File: src/rtl/clause_reupdate_engine.sv
// clause_reupdate_engine: walks the clause RAM and rewrites each record's unassigned mask/active flag and gathers sat/unit/conflict status.
// Ports: clk, rst (sync, active-high); start/busy/done handshake; literal_bool/literal_assigned assignment vectors;
// mem_rd_en/mem_addr/mem_rd_data/mem_wr_en/mem_wr_data single-port RAM side; sat_count/unit_count/conflict/conflict_addr status.
module clause_reupdate_engine #(
    parameter int WIDTH        = 9,
    parameter int MAX_LITERALS = 256,
    parameter int K            = 3,
    parameter int NUM_CLAUSES  = 64,
    parameter int ADDR_W       = $clog2(NUM_CLAUSES),
    parameter int CNT_W        = $clog2(NUM_CLAUSES + 1),
    parameter int REC_W        = K * WIDTH + K + 2
) (
    input  logic                    clk,
    input  logic                    rst,
    input  logic                    start,
    input  logic [MAX_LITERALS-1:0] literal_bool,
    input  logic [MAX_LITERALS-1:0] literal_assigned,
    output logic                    mem_rd_en,
    output logic [ADDR_W-1:0]       mem_addr,
    input  logic [REC_W-1:0]        mem_rd_data,
    output logic                    mem_wr_en,
    output logic [REC_W-1:0]        mem_wr_data,
    output logic                    busy,
    output logic                    done,
    output logic [CNT_W-1:0]        sat_count,
    output logic [CNT_W-1:0]        unit_count,
    output logic                    conflict,
    output logic [ADDR_W-1:0]       conflict_addr
);
    localparam int VW = $clog2(MAX_LITERALS);
    localparam int UW = $clog2(K + 1);
    localparam logic [ADDR_W-1:0] LAST = ADDR_W'(NUM_CLAUSES - 1);

    typedef enum logic [1:0] {IDLE, RD, EVAL, WR} state_t;

    state_t                  state;
    logic [ADDR_W-1:0]       addr;
    logic [K-1:0][WIDTH-1:0] lit;
    logic [K-1:0][VW-1:0]    idx;
    logic [K-1:0]            pad, neg, asg, val, mtmp, unasg, mask_in;
    logic [UW-1:0]           ucnt;
    logic                    sat, rec_valid, active_out, is_sat, is_unit, is_conflict;
    logic [REC_W-1:0]        rec_out;

    assign mem_addr  = addr;
    assign rec_valid = mem_rd_data[REC_W-1];
    assign mask_in   = mem_rd_data[K*WIDTH +: K];

    always_comb begin
        sat   = 1'b0;
        ucnt  = '0;
        lit   = '0;
        idx   = '0;
        pad   = '0;
        neg   = '0;
        asg   = '0;
        val   = '0;
        mtmp  = '0;
        unasg = '0;
        for (int j = 0; j < K; j++) begin
            lit[j]   = mem_rd_data[j*WIDTH +: WIDTH];
            pad[j]   = (lit[j] == '0);
            neg[j]   = lit[j][WIDTH-1];
            // variable index is the literal magnitude
            idx[j]   = VW'(neg[j] ? -lit[j] : lit[j]);
            asg[j]   = ~pad[j] & literal_assigned[idx[j]];
            val[j]   = neg[j] ? ~literal_bool[idx[j]] : literal_bool[idx[j]];
            sat      = sat | (asg[j] & val[j]);
            unasg[j] = ~pad[j] & ~literal_assigned[idx[j]];
            mtmp[j]  = ~pad[j] & (mask_in[j] | ~literal_assigned[idx[j]]);
            ucnt     = ucnt + UW'(unasg[j]);
        end
        active_out  = ~sat & (mem_rd_data[REC_W-2] | (|mtmp));
        rec_out     = {rec_valid, active_out, mtmp & {K{~sat}}, mem_rd_data[K*WIDTH-1:0]};
        is_sat      = rec_valid & sat;
        is_unit     = rec_valid & ~sat & (ucnt == UW'(1));
        // an all-padded clause has no unassigned literal and no satisfier, so it lands here too
        is_conflict = rec_valid & ~sat & (ucnt == '0);
    end

    always_ff @(posedge clk) begin
        if (rst) begin
            state         <= IDLE;
            addr          <= '0;
            mem_rd_en     <= 1'b0;
            mem_wr_en     <= 1'b0;
            mem_wr_data   <= '0;
            busy          <= 1'b0;
            done          <= 1'b0;
            sat_count     <= '0;
            unit_count    <= '0;
            conflict      <= 1'b0;
            conflict_addr <= '0;
        end else begin
            case (state)
                IDLE: begin
                    done <= 1'b0;
                    if (start) begin
                        state         <= RD;
                        addr          <= '0;
                        mem_rd_en     <= 1'b1;
                        busy          <= 1'b1;
                        sat_count     <= '0;
                        unit_count    <= '0;
                        conflict      <= 1'b0;
                        conflict_addr <= '0;
                    end
                end
                RD: begin
                    mem_rd_en <= 1'b0;
                    state     <= EVAL;
                end
                EVAL: begin
                    state       <= WR;
                    mem_wr_en   <= rec_valid;
                    mem_wr_data <= rec_out;
                    done        <= (addr == LAST);
                    if (is_sat) sat_count <= sat_count + CNT_W'(1);
                    if (is_unit) unit_count <= unit_count + CNT_W'(1);
                    if (is_conflict) begin
                        conflict <= 1'b1;
                        if (!conflict) conflict_addr <= addr;
                    end
                end
                WR: begin
                    mem_wr_en <= 1'b0;
                    done      <= 1'b0;
                    if (addr == LAST) begin
                        state <= IDLE;
                        busy  <= 1'b0;
                    end else begin
                        addr      <= addr + ADDR_W'(1);
                        mem_rd_en <= 1'b1;
                        state     <= RD;
                    end
                end
                default: state <= IDLE;
            endcase
        end
    end
endmodule

File: config.mk
export PLATFORM = sky130hd
export DESIGN_NAME = clause_reupdate_engine
export DESIGN_NICKNAME = d
export VERILOG_FILES = /design/src/rtl/clause_reupdate_engine.sv
export SDC_FILE = /design/constraint.sdc
export NUM_CORES = 1
export LEC_CHECK = 0
export BUFFER_PORTS_ARGS = -buffer_cell sky130_fd_sc_hd__buf_2
export CORE_AREA = 4 4 238 240
export CTS_BUF_LIST = sky130_fd_sc_hd__clkbuf_16
export DETAILED_ROUTE_END_ITERATION = 16
export DIE_AREA = 0 0 242 244
export PLACE_DENSITY = 0.53
export SLEW_MARGIN = 20
export SYNTH_ARGS = -nofsm -noshare
export SYNTH_HDL_FRONTEND = slang
export SYNTH_SLANG_ARGS = --single-unit
File: constraint.sdc
create_clock -name clk -period 6.9 [get_ports clk]
set_input_delay 1.035 -clock clk [delete_from_list [all_inputs] [get_ports clk]]
set_output_delay 1.035 -clock clk [all_outputs]
set_load 0.02 [all_outputs]
==> metrics.txt <==
Psw 1570 µW; Net Count, Synth 2191; sw frac 46.5%; Post-synth EDFFs 0; crit-path max cell delay 0.92 ns; initial core utilization 31.3%; slowest library cell on the worst path a2111oi_0; drt total wl 101000 µm; Core Area 54700 µm²; Max Cap Viol 0; CP required 7.16 ns; Rel. slew slack 21.4%; post-synthesis cell count 1632; layout cell share with drive strength beyond 1 51.7%; Clk pwr share 15.9%; Max clock buf depth 2; Final ANT Viol Nets 0; # IOs 610; # clock sinks 65; PD cells 158 nW/µm²; Worst Hold Class reg -> reg; post-DR wirelength/cell 35.0 µm; Final setup viols 0; dpl hpwl 82100 µm; Fin Setup TNS 0 ns; Slew Limit Fails 0; P&R area growth vs syn 25.1%; Cell Area, Synth 17100 µm²; startpoint types primary input; Post-CTS Repair Setup Buffers 0; overall power 3370 µW; residual DRC count 0; final worst path period share 92.7%; vias per std cell 6.73; overall via count from detail_route 19400; # H-tree levels 3; Lkg Pwr 0.00846 µW; Final Hold Vio Count 0; Critical Path AT 6.66 ns; die width 242 µm; All-Layer GR Usage 32.6%; most frequent cell after synthesis mux4_2; clock transition at the registers of the reported paths 0.06 ns; TritonCTS buffer count 9; YS warnings 0; Worst Path Buf+Inv 4; Synth Flop Type dfxtp_1; first-pass GRT wire length 143000 µm; cell taking the most area after synthesis mux4_2; critical path cell sequence buf_4, inv_1, ha_1, nor2b_1, buf_4, xnor2_4, buf_4, mux4_2, a22oi_1, a21oi_1, a2111oi_0, a311o_1, nand2_1, nor2_1, fa_1, or2_2, or3_1, a31oi_1; status finished, final reports clean; Filler cells 5538; Final Skew 0.00907 ns; DRT Pass-1 Iters 6; Critical Path Sink Type flip-flop; FF+latch count, synth 65; Worst-Skew Late Latency 0.34 ns; Internal Power 1800 µW; die area 59000 µm²; area share of the largest cell type after synthesis 47.6%; initial antenna violation count 20; placer congestion estimate 0.952; slew at the pin closest to its max-slew limit 1.17 ns; RSZ-0062 raised after global routing no; Site Rows 86; Tmin final 6.40 ns; GRT Residual Overflow 0; utilization after layout 39.1%; Final #Nets 2721; Synth top cells by count mux4_2, nand2_1, mux2i_1, nor2_1, buf_2; Seq/Total Area, Yosys 7.62%; area of the multi-input gates 15000 µm²; vias in the first global route 19600; FF+latch area 1300 µm²; most used cell, CP buf_4; critical path's top delay family compound AO/OA/AOI/OAI gates; part of the power in combinational logic 70.7%; CTS Hold Bufs 0; crit-path max FO 20; cts repair resizes 0; worst hold slack 0.486 ns; Reg power frac 13.4%; Avg Cell Area, Syn 10.5 µm²; Root Buffer clkbuf_16; 1st-iter DRT viols 2241; highest clock rate 0.156 GHz; kind of critical path in -> reg; maximum number of pins on one net before global-route repair 84; Yosys cell types 81; input/output buffers 609; Die H 244 µm; TritonCTS clock tree built; VDD IR-drop max 0.000125 V; Placed Cells 2855; Non-Filler Instances 2887; Async S/R FF share, synth 0%; top cells by area, synth mux4_2, dfxtp_1, mux2i_1
## through the flow
step	worst slack, ns	area [µm²]
after global routing	0.259	21400
after detailed placement	0.363	21000
after floorplan	0.534	17100
after global placement	0.405	21000
final	0.503	21400
after CTS	0.697	21300
## power by group through the flow
stage	combinational [µW]	sequential, µW	clock, µW
floorplan	1430	498	0
global placement	2310	457	0
detailed placement	2330	459	0
CTS	2340	451	551
global route	2500	456	565
finish	2380	450	537
## worst min-delay path: stages, from the launching register on
cell     delay (ns)
dfxtp_1        0.32
a21oi_1        0.06
nor2_1         0.07
## registers in the layout, summed over array words and instances, names as in the netlist, 2 cells and up
name and count:
conflict_addr 6, mem_addr 6, unit_count 7, state 2
mem_wr_data 32, sat_count 7
## logic make-up after synthesis
family / count (synthesis) / synth area share [%]
AOI/OAI and AO/OA: 344 / 14.5
xor gates and xnor gates: 37 / 1.98
adders and majority gates: 12 / 0.923
buffers and inverters: 194 / 5.43
DFF: 65 / 7.62
muxes: 507 / 56.3
and+or+nand+nor: 473 / 13.2
## per-layer routing
layer  vias up  GRT usage, %  share of wire (%)
li1       7923             -                  -
met1      9753          42.2                 38
met2      1477          53.9                 47
met3       262          6.40                 10
met4        14          13.4                5.0
met5         -             0              0.094
## cells in the final DEF, fill, tap and decap left out, drive strengths merged, types with 10 or more instances in the layout
cell	count
diode	16
nand2	170
mux2i	124
o22ai	19
buf	690
a31oi	20
inv	25
a21oi	55
o21ai	40
ha	11
dfxtp	65
nand3	62
nor3	23
a211oi	10
nor2	101
xor2	14
xnor2	23
nand4	15
o211ai	19
a22oi	52
and3	12
or3	21
mux2	22
mux4	361
a221oi	10
o31ai	17
nand2b	18
## cell type report
class | instances | share of cell area [%]
inverter | 23 | 0.404
clock inverter | 7 | 0.556
multi-input combinational | 1373 | 70.0
sequential | 65 | 6.09
timing repair buffer | 690 | 17.6
antenna | 16 | 0.187
tap | 704 | 4.12
clock buffer | 9 | 1.05
## final timing paths
check | start | end | slack [ns] | cells past startpoint
hold reg to reg | done | done | 0.49 | 2
hold / removal | done | done | 0.49 | 2
setup / recovery | mem_rd_data[9] | conflict_addr[4] | 0.50 | 18
setup reg to reg | state[0] | unit_count[6] | 4.47 | 9
No activity file was read; power rests on OpenSTA's default activity.
